--- config.mk ---
export PLATFORM = sky130hd
export DESIGN_NAME = uart64_link
export DESIGN_NICKNAME = d
export VERILOG_FILES = /design/src/rtl/uart64_pkg.sv /design/src/rtl/uart64_link_rx.sv /design/src/rtl/uart64_link.sv
export SDC_FILE = /design/constraint.sdc
export NUM_CORES = 1
export LEC_CHECK = 0
export CAP_MARGIN = 20
export CORE_ASPECT_RATIO = 0.8
export CORE_MARGIN = 5
export CORE_UTILIZATION = 57
export CTS_CLUSTER_DIAMETER = 60
export DETAILED_ROUTE_END_ITERATION = 16
export GPL_ROUTABILITY_DRIVEN = 0
export HOLD_SLACK_MARGIN = 0.05
export PLACE_DENSITY = 0.81
export REMOVE_ABC_BUFFERS = 1
export SETUP_SLACK_MARGIN = 0.2
export SYNTH_ARGS = -nofsm -noshare
export SYNTH_HDL_FRONTEND = slang
export SYNTH_SLANG_ARGS = --single-unit
--- constraint.sdc ---
create_clock -name clk -period 12.8 [get_ports clk]
set_clock_uncertainty 0.15 [all_clocks]
set_input_delay 2.56 -clock clk [delete_from_list [all_inputs] [get_ports clk]]
set_output_delay 2.56 -clock clk [all_outputs]
set_load 0.02 [all_outputs]
--- src/rtl/uart64_pkg.sv ---
// Shared definitions for the 64-bit UART link: state encodings,
// word geometry and the bit-timing helper.
package uart64_pkg;

  localparam int BYTES_PER_WORD  = 8;
  localparam int RX_TIMEOUT_BITS = 20;

  typedef enum logic [1:0] {
    TX_IDLE,
    TX_START,
    TX_DATA,
    TX_STOP
  } tx_state_t;

  typedef enum logic [1:0] {
    RX_IDLE,
    RX_START,
    RX_DATA,
    RX_STOP
  } rx_state_t;

  // Clocks per bit with integer truncation.
  function automatic int calc_clks_per_bit(input int clk_freq, input int baud);
    return clk_freq / baud;
  endfunction

endpackage

--- src/rtl/uart64_link_rx.sv ---
// Byte-level 8N1 receiver: 2-FF synchroniser, falling-edge start detect,
// half-bit start confirmation, mid-bit data sampling and stop-bit check.
// o_valid / o_frame_err are single-cycle pulses; o_byte is stable from the
// o_valid pulse until the next valid byte. There is no back-pressure.
module uart_byte_rx
  import uart64_pkg::*;
#(
  parameter int CLKS_PER_BIT = 434
) (
  input  logic       i_clk,
  input  logic       i_rst,
  input  logic       i_rxd,
  output logic [7:0] o_byte,
  output logic       o_valid,
  output logic       o_frame_err,
  output rx_state_t  o_state
);

  localparam int CW = $clog2(CLKS_PER_BIT + 1);
  localparam logic [CW-1:0] FULL_LAST = CW'(CLKS_PER_BIT - 1);
  localparam logic [CW-1:0] HALF_LAST = CW'(CLKS_PER_BIT / 2 - 1);

  logic            r_sync1;
  logic            r_sync2;
  logic            r_prev;
  rx_state_t       r_state;
  logic [CW-1:0]   r_cnt;
  logic [2:0]      r_bit;
  logic [7:0]      r_shift;
  logic [7:0]      r_byte;
  logic            r_valid;
  logic            r_ferr;
  logic            w_fall;

  // Synchronise the line (idle high) and keep one more stage for edge detect.
  always_ff @(posedge i_clk or posedge i_rst) begin
    if (i_rst) begin
      r_sync1 <= 1'b1;
      r_sync2 <= 1'b1;
      r_prev  <= 1'b1;
    end else begin
      r_sync1 <= i_rxd;
      r_sync2 <= r_sync1;
      r_prev  <= r_sync2;
    end
  end

  assign w_fall = r_prev & ~r_sync2;

  // Receive FSM: confirm start at half bit, then sample every full bit.
  always_ff @(posedge i_clk or posedge i_rst) begin
    if (i_rst) begin
      r_state <= RX_IDLE;
      r_cnt   <= '0;
      r_bit   <= '0;
      r_shift <= '0;
      r_byte  <= '0;
      r_valid <= 1'b0;
      r_ferr  <= 1'b0;
    end else begin
      r_valid <= 1'b0;
      r_ferr  <= 1'b0;
      case (r_state)
        RX_IDLE: begin
          r_cnt <= '0;
          if (w_fall) r_state <= RX_START;
        end
        RX_START: begin
          if (r_cnt == HALF_LAST) begin
            r_cnt <= '0;
            r_bit <= '0;
            // A line already back high is a glitch, not a start bit.
            r_state <= r_sync2 ? RX_IDLE : RX_DATA;
          end else begin
            r_cnt <= r_cnt + CW'(1);
          end
        end
        RX_DATA: begin
          if (r_cnt == FULL_LAST) begin
            r_cnt   <= '0;
            r_shift <= {r_sync2, r_shift[7:1]};
            if (r_bit == 3'd7) r_state <= RX_STOP;
            else               r_bit   <= r_bit + 3'd1;
          end else begin
            r_cnt <= r_cnt + CW'(1);
          end
        end
        RX_STOP: begin
          if (r_cnt == FULL_LAST) begin
            r_cnt   <= '0;
            r_state <= RX_IDLE;
            if (r_sync2) begin
              r_byte  <= r_shift;
              r_valid <= 1'b1;
            end else begin
              r_ferr <= 1'b1;
            end
          end else begin
            r_cnt <= r_cnt + CW'(1);
          end
        end
        default: r_state <= RX_IDLE;
      endcase
    end
  end

  assign o_byte      = r_byte;
  assign o_valid     = r_valid;
  assign o_frame_err = r_ferr;
  assign o_state     = r_state;

endmodule

--- src/rtl/uart64_link.sv ---
// 64-bit word <-> 8-byte 8N1 UART link. TX sends byte 0 (bits 7:0) first,
// bytes back-to-back; RX reassembles eight valid bytes into one word.
module uart64_link
  import uart64_pkg::*;
#(
  parameter int CLK_FREQ = 50_000_000,
  parameter int BAUD     = 115200
) (
  input  logic        clk,
  input  logic        rst_n,
  input  logic [63:0] data_in_64,
  input  logic        manual_start,
  input  logic        uart_rxd,
  output logic        uart_txd,
  output logic [63:0] data_out_64,
  output logic        data_out_done
);

  localparam int CLKS_PER_BIT = calc_clks_per_bit(CLK_FREQ, BAUD);
  localparam int CW           = $clog2(CLKS_PER_BIT + 1);
  localparam int TIMEOUT_CLKS = RX_TIMEOUT_BITS * CLKS_PER_BIT;
  localparam int TW           = $clog2(TIMEOUT_CLKS + 1);
  localparam logic [CW-1:0] FULL_LAST    = CW'(CLKS_PER_BIT - 1);
  localparam logic [TW-1:0] TIMEOUT_LAST = TW'(TIMEOUT_CLKS);
  localparam logic [2:0]    LAST_BYTE    = 3'(BYTES_PER_WORD - 1);

  // rst_n keeps its historical name but is an active-high reset.
  logic w_rst;
  assign w_rst = rst_n;

  logic          r_start_prev;
  logic [63:0]   r_data_prev;
  logic          r_pending;
  logic          w_req;

  tx_state_t     r_tx_state;
  logic [CW-1:0] r_tx_cnt;
  logic [2:0]    r_tx_bit;
  logic [2:0]    r_tx_byte;
  logic [63:0]   r_tx_shift;
  logic          r_txd;
  logic          w_tx_bit_end;

  logic [7:0]    w_rx_byte;
  logic          w_rx_valid;
  logic          w_rx_ferr;
  rx_state_t     w_rx_state;
  logic [63:0]   r_asm;
  logic [2:0]    r_rx_k;
  logic [TW-1:0] r_idle_cnt;
  logic [63:0]   r_dout;
  logic          r_done;

  assign w_req = (manual_start & ~r_start_prev) | (data_in_64 != r_data_prev);

  // Request detection: a new event always wins over the IDLE hand-off so
  // requests arriving mid-frame collapse into one pending transmission.
  always_ff @(posedge clk or posedge w_rst) begin
    if (w_rst) begin
      r_start_prev <= 1'b0;
      r_data_prev  <= '0;
      r_pending    <= 1'b0;
    end else begin
      r_start_prev <= manual_start;
      r_data_prev  <= data_in_64;
      if (w_req)                      r_pending <= 1'b1;
      else if (r_tx_state == TX_IDLE) r_pending <= 1'b0;
    end
  end

  assign w_tx_bit_end = (r_tx_cnt == FULL_LAST);

  // TX FSM: START, 8 DATA bits LSB-first, STOP, repeated for all 8 bytes.
  always_ff @(posedge clk or posedge w_rst) begin
    if (w_rst) begin
      r_tx_state <= TX_IDLE;
      r_tx_cnt   <= '0;
      r_tx_bit   <= '0;
      r_tx_byte  <= '0;
      r_tx_shift <= '0;
      r_txd      <= 1'b1;
    end else begin
      case (r_tx_state)
        TX_IDLE: begin
          r_txd    <= 1'b1;
          r_tx_cnt <= '0;
          if (r_pending) begin
            r_tx_shift <= data_in_64;
            r_tx_byte  <= '0;
            r_txd      <= 1'b0;
            r_tx_state <= TX_START;
          end
        end
        TX_START: begin
          if (w_tx_bit_end) begin
            r_tx_cnt   <= '0;
            r_tx_bit   <= '0;
            r_txd      <= r_tx_shift[0];
            r_tx_state <= TX_DATA;
          end else begin
            r_tx_cnt <= r_tx_cnt + CW'(1);
          end
        end
        TX_DATA: begin
          if (w_tx_bit_end) begin
            r_tx_cnt   <= '0;
            r_tx_shift <= {1'b0, r_tx_shift[63:1]};
            if (r_tx_bit == 3'd7) begin
              r_txd      <= 1'b1;
              r_tx_state <= TX_STOP;
            end else begin
              r_tx_bit <= r_tx_bit + 3'd1;
              r_txd    <= r_tx_shift[1];
            end
          end else begin
            r_tx_cnt <= r_tx_cnt + CW'(1);
          end
        end
        TX_STOP: begin
          if (w_tx_bit_end) begin
            r_tx_cnt <= '0;
            if (r_tx_byte == LAST_BYTE) begin
              r_tx_state <= TX_IDLE;
            end else begin
              r_tx_byte  <= r_tx_byte + 3'd1;
              r_txd      <= 1'b0;
              r_tx_state <= TX_START;
            end
          end else begin
            r_tx_cnt <= r_tx_cnt + CW'(1);
          end
        end
        default: r_tx_state <= TX_IDLE;
      endcase
    end
  end

  assign uart_txd = r_txd;

  uart_byte_rx #(
    .CLKS_PER_BIT (CLKS_PER_BIT)
  ) u_rx (
    .i_clk       (clk),
    .i_rst       (w_rst),
    .i_rxd       (uart_rxd),
    .o_byte      (w_rx_byte),
    .o_valid     (w_rx_valid),
    .o_frame_err (w_rx_ferr),
    .o_state     (w_rx_state)
  );

  // Word assembly, completion pulse, framing-error and idle-timeout resync.
  always_ff @(posedge clk or posedge w_rst) begin
    if (w_rst) begin
      r_asm      <= '0;
      r_rx_k     <= '0;
      r_idle_cnt <= '0;
      r_dout     <= '0;
      r_done     <= 1'b0;
    end else begin
      r_done <= 1'b0;
      if (w_rx_valid) begin
        r_idle_cnt <= '0;
        if (r_rx_k == LAST_BYTE) begin
          r_dout <= {w_rx_byte, r_asm[55:0]};
          r_done <= 1'b1;
          r_rx_k <= '0;
        end else begin
          r_asm[{r_rx_k, 3'b000} +: 8] <= w_rx_byte;
          r_rx_k <= r_rx_k + 3'd1;
        end
      end else if (w_rx_ferr) begin
        r_rx_k     <= '0;
        r_idle_cnt <= '0;
      end else if ((r_rx_k != 3'd0) && (w_rx_state == RX_IDLE)) begin
        if (r_idle_cnt == TIMEOUT_LAST) begin
          r_rx_k     <= '0;
          r_idle_cnt <= '0;
        end else begin
          r_idle_cnt <= r_idle_cnt + TW'(1);
        end
      end else begin
        r_idle_cnt <= '0;
      end
    end
  end

  assign data_out_64   = r_dout;
  assign data_out_done = r_done;

endmodule

==> insert_results.sql, run 1 <==
INSERT INTO impl_metrics (metric_group, metric, value, unit) VALUES
('sta', 'slew_headroom', '38.1', '%'),
('outcome', 'status', 'complete, no violations', ''),
('logic_synthesis', 'synth_top_family_by_area', 'multiplexers', ''),
('logic_synthesis', 'synth.ff_latch_count', '321', ''),
('logic_synthesis', 'synth_sequential_area_ratio', '60.9', '%'),
('pwr', 'share_of_total_power_consumed_by_net_switching', '21.7', '%'),
('critical_path', 'type_of_the_setup_path_with_the_least_slack', 'reg2out', ''),
('logic_synthesis', 'dominantRegCellSynth', 'sky130_fd_sc_hd__dfrtp_1', ''),
('logic_synthesis', 'synth_mux_area_share', '14.4', '%'),
('critical_path', 'endpoint_kind', 'output port', ''),
('logic_synthesis', 'yosysMostFrequentCell', 'sky130_fd_sc_hd__dfrtp_1', ''),
('routing', 'detail_routed_net_length_per_standard_cell', '18.2', 'µm'),
('logic_synthesis', 'synth-xor-area-share', '5.97', '%'),
('logic_synthesis', 'synthTopCellsByArea', 'sky130_fd_sc_hd__dfrtp_1 (60%), sky130_fd_sc_hd__mux2_2 (9.6%), sky130_fd_sc_hd__mux2i_1 (4.9%)', ''),
('pwr', 'p_switching', '459', 'µW'),
('pwr', 'p_clk_share', '43.9', '%'),
('logic_synthesis', 'synth.largest_area_cell', 'sky130_fd_sc_hd__dfrtp_1', ''),
('worst_hold_path', 'hold_end', 'u_rx.r_sync2', ''),
('critical_path', 'reg2regPathDepth', '8', ''),
('clock_tree', 'cts_htree_levels', '1', ''),
('global_route', 'first_global_vias', '8475', ''),
('logic_synthesis', 'mappedNetlistArea', '13200', 'µm²'),
('sta', 'worst_slew_pin_slew', '0.928', 'ns'),
('worst_hold_path', 'timing.hold.worst_path_depth', '0', ''),
('clock_tree', 'cts_setup_buffers', '0', ''),
('clock_tree', 'hold_buffers', '0', ''),
('critical_path', 'worst-r2r-setup-slack', '9.44', 'ns'),
('logic_synthesis', 'synth.lib_cells_used.distinct', '48', ''),
('clock_tree', 'clk_transition_reported_paths', '0.06', 'ns'),
('clock_tree', 'cts-buffers-inserted', '30', ''),
('logic_synthesis', 'syn-mean-instance-area', '12.3', 'µm²'),
('pwr', 'ir_drop_worst_case_vdd', '0.115', 'mV'),
('logic_synthesis', 'post_synth_and_or_nand_nor_area_fraction', '9.04', '%'),
('worst_hold_path', 'timing.hold.worst.start', 'u_rx.r_sync1', ''),
('floorplan', 'start_util', '58.3', '%'),
('routing', 'drt_first_pass_iters', '5', ''),
('layout', 'layout.filler_cells', '1509', ''),
('sta', 'report.final.slew_viol_count', '0', ''),
('sta', 'setup-violations-final', '0', ''),
('critical_path', 'worstPathMaxFanout', '2', ''),
('critical_path', 'reg2reg_to', 'r_tx_shift[38]', ''),
('logic_synthesis', 'synth_fa_ha_area_share', '2.09', '%'),
('floorplan', 'fp.dieW', '180', 'µm'),
('sta', 'timing.final.crit_share', '34.4', '%'),
('global_route', 'grt_first_pass_wirelength', '45400', 'µm'),
('clock_tree', 'cts.path.max_buffers', '3', ''),
('critical_path', 'timing.critical_path.arrival', '1.69', 'ns'),
('clock_tree', 'cts_repair_resize_count', '0', ''),
('pwr', 'power.density_cell_area', '133', 'nW/µm²'),
('floorplan', 'die_span_in_y', '146', 'µm'),
('floorplan', 'area_of_the_core_region', '22600', 'µm²'),
('logic_synthesis', 'ys_top_cells_by_count', 'sky130_fd_sc_hd__dfrtp_1 (317), sky130_fd_sc_hd__nor2_1 (118), sky130_fd_sc_hd__mux2_2 (112)', ''),
('sta', 'timing_hold_violations_final', '0', ''),
('logic_synthesis', 'synth_compound_gate_area_share', '5.45', '%'),
('placed_design', 'numPortBuffers', '133', ''),
('pwr', 'cellInternalPower', '1.65', 'mW'),
('clock_tree', 'worst_skew_pair.late_latency', '0.54', 'ns'),
('sta', 'whs', '0.212', 'ns'),
('clock_tree', 'tritoncts', 'yes', ''),
('sta', 'fmax', '227', 'MHz'),
('pwr', 'share_comb_of_total_power', '5.5', '%'),
('critical_path', 'crit_buf_inv', '1', ''),
('global_route', 'largest_net_degree_at_the_start_of_global_routing', '158', ''),
('routing', 'residual_antenna_violating_net_count_after_detailed_routing', '0', ''),
('critical_path', 'worstPathCellList', 'clkdlybuf4s50_1', ''),
('critical_path', 'r2r_start', 'r_tx_state[0]', ''),
('logic_synthesis', 'synth-warning-count', '0', ''),
('routing', 'routed_via_density', '5.51', ''),
('routing', 'via_count', '8421', ''),
('routing', 'dr.first_iter.drc_count', '599', ''),
('sta', 'finalCriticalPeriod', '4.40', 'ns');
-- metal layers --
metal,wire [µm],GRT usage (%),vias up
met5,0,0,-
met4,404,3.59,0
met3,1140,3.06,33
met2,13300,33.2,185
met1,13000,31.3,4259
li1,-,-,3944
-- state kept, by name, indices dropped and copies added (netlist names), 8 cells and up, named ones only --
name and flops:
r_idle_cnt 14, r_data_prev 64, u_rx.o_byte 8, r_tx_shift 64, r_tx_cnt 9, r_asm 56
u_rx.r_shift 8, u_rx.r_cnt 9, data_out_64 64
-- cell families after synthesis --
kind of cell    count (synthesis)
compound gates                133
buf+inv                        73
fa+ha+maj                      22
xor+xnor                       90
simple gates                  258
flops                         321
mux                           176
-- worst max-delay path by stage --
stage | slack [ns] | end | cells past startpoint | startpoint
after floorplan | 1.21 | asynchronous set/reset pin | 1 | rst_n
after global placement | 7.63 | data_out_done | 3 | rst_n
final | 8.40 | uart_txd | 1 | uart_txd
after detailed placement | 7.63 | data_out_done | 3 | rst_n
after global routing | 8.15 | u_rx.r_cnt[1] | 4 | rst_n
after CTS | 8.20 | data_out_64[27] | 3 | rst_n
-- power groups by stage --
stage | clock (mW) | combinational, mW | sequential (mW)
finish | 0.929 | 0.116 | 1.07
global route | 0.992 | 0.132 | 1.07
CTS | 0.943 | 0.116 | 1.07
detailed placement | 0 | 0.115 | 1.09
global placement | 0 | 0.112 | 1.08
floorplan | 0 | 0.0669 | 1.08
-- layout make-up --
cell class,count,area (µm²),share of cell area (%)
sequential,321,8040,50.6
inverter,26,105,0.661
clock inverter,15,179,1.13
clock buffer,41,873,5.49
tap,306,383,2.41
multi-input combinational,679,4900,30.8
timing repair buffer,140,1420,8.91
antenna,1,2.50,0.0157
-- per-stage QoR --
step,std cells,util [%],setup slack [ns],instance area (µm²)
after floorplan,1026,-,1.21,13000
after global placement,1470,65.4,7.63,14800
after detailed placement,1470,65.4,7.63,14800
after CTS,1526,70.1,8.20,15900
after global routing,1529,70.3,8.15,15900
final,1529,70.3,8.40,15900
-- layout by cell type, fill, tap and decap left out, types with 21 or more instances in the layout --
cell,n
sky130_fd_sc_hd__mux2_2,112
sky130_fd_sc_hd__inv_1,24
sky130_fd_sc_hd__mux2i_1,64
sky130_fd_sc_hd__nand4_1,24
sky130_fd_sc_hd__nand2_1,58
sky130_fd_sc_hd__a21oi_1,71
sky130_fd_sc_hd__o21ai_0,42
sky130_fd_sc_hd__xnor2_1,63
sky130_fd_sc_hd__dfrtp_1,317
sky130_fd_sc_hd__clkbuf_16,31
sky130_fd_sc_hd__nor2_1,118
sky130_fd_sc_hd__clkdlybuf4s50_1,133
sky130_fd_sc_hd__ha_1,21
sky130_fd_sc_hd__xor2_1,27
Note: power is estimated with default switching activity, not from simulation.
==> run 2, diff against run 1 <==
==> constraint.sdc (replaced) <==
create_clock -name clk -period 4.5 [get_ports clk]
set_clock_uncertainty 0.15 [all_clocks]
set_input_delay 0.9 -clock clk [delete_from_list [all_inputs] [get_ports clk]]
set_output_delay 0.9 -clock clk [all_outputs]
set_load 0.02 [all_outputs]
==> insert_results.sql, run 2 (synthesis results as in run 1) <==
INSERT INTO impl_metrics (metric_group, metric, value, unit) VALUES
('outcome', 'status', 'complete, no violations', ''),
('critical_path', 'worstPathMaxFanout', '15', ''),
('layout', 'n_antenna_cell', '0', ''),
('routing', 'dr_wl_met3', '1220', 'µm'),
('floorplan', 'num_io_pins', '134', ''),
('pwr', 'leakagePower', '7.07', 'nW'),
('layout', 'layout_commonest_cell', 'sky130_fd_sc_hd__dfrtp_1', ''),
('sta', 'finalCriticalPeriod', '2.94', 'ns'),
('critical_path', 'timing.critical_path.mode_cell', 'sky130_fd_sc_hd__ha_1', ''),
('sta', 'fmax', '340', 'MHz'),
('routing', 'detail_route.drc_violations', '0', ''),
('critical_path', 'worstPathCellList', 'inv_1 > ha_1 > ha_1 > nor4b_1 > nand3_1 > mux2_2', ''),
('clock_tree', 'cts_htree_levels', '1', ''),
('clock_tree', 'tritoncts', 'yes', ''),
('sta', 'worst_slew_pin_slew', '1.08', 'ns'),
('floorplan', 'floorplan.die_area', '26300', 'µm²'),
('pwr', 'ir_drop_worst_case_vdd', '0.426', 'mV'),
('routing', 'dr.first_iter.drc_count', '556', ''),
('layout', 'num-nets-final', '1291', ''),
('routing', 'drt-met1-wl', '12600', 'µm'),
('critical_path', 'timing.critical_path.arrival', '3.21', 'ns'),
('clock_tree', 'hold_buffers', '0', ''),
('worst_hold_path', 'type_of_the_most_critical_hold_path', 'reg2reg', ''),
('routing', 'dr_wl_met2', '13200', 'µm'),
('critical_path', 'crit_buf_inv', '1', ''),
('sta', 'report.final.slew_viol_count', '0', ''),
('critical_path', 'critPathSlowestCell', 'sky130_fd_sc_hd__dfrtp_1', ''),
('clock_tree', 'cts_repair_resize_count', '0', ''),
('clock_tree', 'cts_setup_buffers', '0', ''),
('critical_path', 'crit_path_start_kind', 'register', ''),
('floorplan', 'area_of_the_core_region', '22600', 'µm²'),
('global_route', 'largest_net_degree_at_the_start_of_global_routing', '93', ''),
('sta', 'timing_hold_violations_final', '0', ''),
('layout', 'layout-drive-gt1-share', '15.4', '%'),
('critical_path', 'type_of_the_setup_path_with_the_least_slack', 'reg2reg', ''),
('floorplan', 'fp.dieW', '180', 'µm'),
('layout', 'areaGrowthSynthToFinish', '21.3', '%'),
('sta', 'setup-violations-final', '0', ''),
('placed_design', 'dpl.cell_count', '1474', ''),
('layout', 'post-route-util', '70.8', '%'),
('run', 'drv_cap', '0', ''),
('clock_tree', 'cts-buffers-inserted', '31', ''),
('critical_path', 'endpoint_kind', 'register', ''),
('pwr', 'totalPowerFinal', '6.20', 'mW'),
('placed_design', 'dp_hpwl', '18500', 'µm'),
('critical_path', 'family_with_the_most_delay_on_the_worst_path', 'simple AND/OR/NAND/NOR gates', ''),
('global_route', 'grt_first_pass_wirelength', '45300', 'µm'),
('critical_path', 'cpPeakStageDelay', '0.63', 'ns'),
('floorplan', 'die_span_in_y', '146', 'µm'),
('clock_tree', 'cts.sink_count', '321', ''),
('placed_design', 'numPortBuffers', '133', ''),
('clock_tree', 'clock-root-buffer', 'sky130_fd_sc_hd__clkbuf_16', ''),
('routing', 'routed_wl', '27400', 'µm'),
('critical_path', 'crit_required', '4.77', 'ns'),
('routing', 'residual_antenna_violating_net_count_after_detailed_routing', '0', ''),
('floorplan', 'start_util', '58.3', '%'),
('clock_tree', 'clk_transition_reported_paths', '0.06', 'ns'),
('sta', 'slew_headroom', '28.1', '%'),
('global_route', 'gr-usage-all-layers', '20.8', '%'),
('routing', 'via_count', '8426', ''),
('global_route', 'first_global_vias', '8457', ''),
('clock_tree', 'cts.path.max_buffers', '3', ''),
('clock_tree', 'worst_skew_pair.late_latency', '0.54', 'ns'),
('global_route', 'globalRoute.totalOverflow', '0', ''),
('routing', 'routed_via_density', '5.51', ''),
('routing', 'detail_routed_net_length_per_standard_cell', '17.9', 'µm'),
('routing', 'drt_first_pass_iters', '5', ''),
('floorplan', 'rows', '49', ''),
('sta', 'timing.final.crit_share', '65.4', '%'),
('layout', 'final_cell_mix', 'sky130_fd_sc_hd__dfrtp_1 (317), sky130_fd_sc_hd__clkdlybuf4s50_1 (133), sky130_fd_sc_hd__nor2_1 (118)', ''),
('routing', 'top_layer_used', 'met4', ''),
('sta', 'grt_setup_unrepaired', 'false', ''),
('sta', 'totalNegativeSetupSlack', '0', 'ns'),
('pwr', 'power.density_cell_area', '387', 'nW/µm²'),
('global_route', 'initial_antenna_violation_count', '0', ''),
('layout', 'finish.cell_count_without_fillers', '1530', '');
## run 2: cell type report
cell class | count | area, µm²
Clock buffer | 43 | 921
Tap cell | 306 | 383
Timing Repair Buffer | 142 | 1440
Multi-Input combinational cell | 679 | 4900
Fill cell | 1486 | 6620
Inverter | 26 | 105
Sequential cell | 321 | 8040
Clock inverter | 13 | 220
## run 2: worst paths after layout
path                                    from              to  slack [ns]  depth (start not counted)
worst max-delay path               r_rx_k[0]        r_asm[6]        1.56                          6
worst min-delay path            u_rx.r_sync1    u_rx.r_sync2        0.21                          0
worst max register to register     r_rx_k[0]        r_asm[6]        1.56                          6
worst min register to register  u_rx.r_sync1    u_rx.r_sync2        0.21                          0
max in group asynchronous              rst_n        uart_txd        2.49                          3
min in group asynchronous              rst_n  r_tx_shift[17]        0.74                          2
## run 2: where the power goes
group	total, mW	switching [mW]	internal (mW)
Sequential	3.04	0.0679	2.97
Combinational	0.332	0.182	0.149
Clock	2.83	1.06	1.76
Total	6.20	1.31	4.88
## run 2: through the flow
stage	worst slack, ns	area [µm²]	hold slack, ns
CTS	1.59	16000	0.206
finish	1.56	16000	0.206
detailed placement	1.64	14900	0.197
global placement	1.63	14900	0.196
global route	1.39	16000	0.210
floorplan	-5.43	13000	0.195
## run 2: metal layers
metal  up-vias  track usage, %
li1       3954               -
met1      4243            31.0
met2       188            32.7
met3        41            3.78
met4         0            4.12
met5         -               0
==> run 3, diff against run 2 <==
==> constraint.sdc (replaced) <==
create_clock -name clk -period 2.8 [get_ports clk]
set_clock_uncertainty 0.15 [all_clocks]
set_input_delay 0.56 -clock clk [delete_from_list [all_inputs] [get_ports clk]]
set_output_delay 0.56 -clock clk [all_outputs]
set_load 0.02 [all_outputs]
==> insert_results.sql, run 3 (synthesis results as in run 1) <==
INSERT INTO impl_metrics (metric_group, metric, value, unit) VALUES
('outcome', 'status', 'complete, no violations', ''),
('routing', 'detail_route.drc_violations', '0', ''),
('layout', 'final_cell_mix', 'sky130_fd_sc_hd__dfrtp_1 (317), sky130_fd_sc_hd__clkdlybuf4s50_1 (133), sky130_fd_sc_hd__nor2_1 (118)', ''),
('global_route', 'gr-usage-all-layers', '21.2', '%'),
('pwr', 'totalPowerFinal', '9.70', 'mW'),
('floorplan', 'area_of_the_core_region', '22600', 'µm²'),
('floorplan', 'die_span_in_y', '146', 'µm'),
('pwr', 'leakagePower', '7.16', 'nW'),
('routing', 'dr.first_iter.drc_count', '557', ''),
('global_route', 'initial_antenna_violation_count', '0', ''),
('placed_design', 'numPortBuffers', '133', ''),
('critical_path', 'timing.critical_path.arrival', '2.77', 'ns'),
('sta', 'report.final.slew_viol_count', '0', ''),
('clock_tree', 'clock-root-buffer', 'sky130_fd_sc_hd__clkbuf_16', ''),
('floorplan', 'num_io_pins', '134', ''),
('pwr', 'power.density_cell_area', '601', 'nW/µm²'),
('sta', 'fmax', '402', 'MHz'),
('routing', 'drt_first_pass_iters', '5', ''),
('global_route', 'largest_net_degree_at_the_start_of_global_routing', '66', ''),
('routing', 'routed_wl', '28100', 'µm'),
('clock_tree', 'cts.path.max_buffers', '3', ''),
('layout', 'layout.filler_cells', '1469', ''),
('critical_path', 'reg2regPathDepth', '6', ''),
('placed_design', 'detailedPlace.worstSlack', '0.341', 'ns'),
('global_route', 'globalRoute.totalOverflow', '0', ''),
('sta', 'whs', '0.204', 'ns'),
('critical_path', 'worst-r2r-setup-slack', '0.31', 'ns'),
('routing', 'residual_antenna_violating_net_count_after_detailed_routing', '0', ''),
('layout', 'post-route-util', '71.3', '%'),
('critical_path', 'crit_path_start_kind', 'register', ''),
('layout', 'layout_commonest_cell', 'sky130_fd_sc_hd__dfrtp_1', ''),
('floorplan', 'rows', '49', ''),
('critical_path', 'reg2reg_to', 'r_asm[1]', ''),
('clock_tree', 'cts_htree_levels', '1', ''),
('critical_path', 'r2r_start', 'r_rx_k[0]', ''),
('worst_hold_path', 'timing.hold.worst.start', 'u_rx.r_sync1', ''),
('routing', 'routed_via_density', '5.56', ''),
('sta', 'setup-violations-final', '0', ''),
('worst_hold_path', 'timing.hold.worst_path_depth', '0', ''),
('sta', 'grt_setup_unrepaired', 'false', ''),
('clock_tree', 'cts-buffers-inserted', '31', ''),
('clock_tree', 'cts.sink_count', '321', ''),
('clock_tree', 'clk_transition_reported_paths', '0.06', 'ns'),
('layout', 'layout-drive-gt1-share', '16.7', '%'),
('critical_path', 'endpoint_kind', 'register', ''),
('global_route', 'first_global_vias', '8676', ''),
('placed_design', 'dp_hpwl', '19400', 'µm'),
('critical_path', 'type_of_the_setup_path_with_the_least_slack', 'reg2reg', ''),
('sta', 'timing.final.crit_share', '88.9', '%'),
('floorplan', 'start_util', '58.3', '%'),
('critical_path', 'worstPathMaxFanout', '10', ''),
('critical_path', 'setup.worst_path.start', 'r_rx_k[0]', ''),
('clock_tree', 'tritoncts', 'yes', ''),
('pwr', 'ir_drop_worst_case_vdd', '0.440', 'mV'),
('routing', 'via_count', '8601', ''),
('sta', 'worst_slew_pin_slew', '0.574', 'ns'),
('sta', 'finalCriticalPeriod', '2.49', 'ns'),
('clock_tree', 'hold_buffers', '0', ''),
('floorplan', 'fp.dieW', '180', 'µm'),
('sta', 'timing_hold_violations_final', '0', ''),
('clock_tree', 'worst_skew_pair.late_latency', '0.56', 'ns'),
('worst_hold_path', 'hold_end', 'u_rx.r_sync2', ''),
('layout', 'n_antenna_cell', '0', ''),
('layout', 'areaGrowthSynthToFinish', '22.3', '%'),
('layout', 'num-nets-final', '1306', ''),
('sta', 'slew_headroom', '61.7', '%'),
('sta', 'fin_ws', '0.311', 'ns'),
('global_route', 'grt_first_pass_wirelength', '46300', 'µm'),
('worst_hold_path', 'type_of_the_most_critical_hold_path', 'reg2reg', ''),
('floorplan', 'floorplan.die_area', '26300', 'µm²'),
('critical_path', 'crit_required', '3.08', 'ns'),
('run', 'drv_cap', '0', ''),
('routing', 'detail_routed_net_length_per_standard_cell', '18.2', 'µm');
## run 3: cell types whose count changed in the layout (fill, tap and decap cells not counted), sizes merged
cell / previous run / this run
bufinv: 6 / 3
clkinvlp: 2 / 0
inv: 26 / 30
clkinv: 5 / 11
clkbuf: 43 / 40
buf: 9 / 24
## run 3: worst max-delay path, cell delays in order, from the launching register on
cell and delay [ns]:
sky130_fd_sc_hd__dfrtp_1 0.38, sky130_fd_sc_hd__inv_1 0.08, sky130_fd_sc_hd__ha_1 0.20, sky130_fd_sc_hd__ha_1 0.39, sky130_fd_sc_hd__nor4b_1 0.34, sky130_fd_sc_hd__nand3_1 0.41, sky130_fd_sc_hd__mux2_2 0.42
## run 3: how the worst max path moves through the flow
stage,slack (ns),end
2_1_floorplan,-6.79,asynchronous set/reset pin
3_3_place_gp,0.41,r_asm[40]
3_5_place_dp,0.34,r_asm[43]
4_1_cts,0.30,r_asm[43]
5_1_grt,0.21,r_asm[7]
6_report,0.31,r_asm[1]
## run 3: stage by stage
stage	TNS [ns]	area, µm²	cells
4_1_cts	0	16100	1543
3_5_place_dp	0	15000	1485
6_report	0	16100	1547
3_3_place_gp	0	15000	1485
2_1_floorplan	-2535.03	13000	1026
5_1_grt	0	16100	1547
## run 3: area by class of cell
cell class	count	area [µm²]	share of cell area [%]
multi-input combinational	679	4910	30.4
clock buffer	40	880	5.45
sequential	321	8040	49.8
inverter	26	105	0.651
clock inverter	18	183	1.13
timing repair buffer	157	1640	10.1
tap	306	383	2.37
## run 3: power by group
part / total (mW) / switching, mW / internal (mW)
registers: 4.88 / 0.109 / 4.77
clock network: 4.26 / 1.76 / 2.50
logic: 0.553 / 0.299 / 0.254
## run 3: layer usage
layer	global-route usage, %	up-vias	wire (µm)
li1	-	3983	-
met1	31.9	4390	12900
met4	3.55	0	388
met2	33.8	194	13500
met3	3.46	34	1370
met5	0	-	0
## run 3: what timing repair did
item / CTS / global route
resized for setup: 0 / 1
setup buffers: 0 / 4
endpoints found under the setup margin: 0 / 47
hold endpoints to repair: 0 / 0
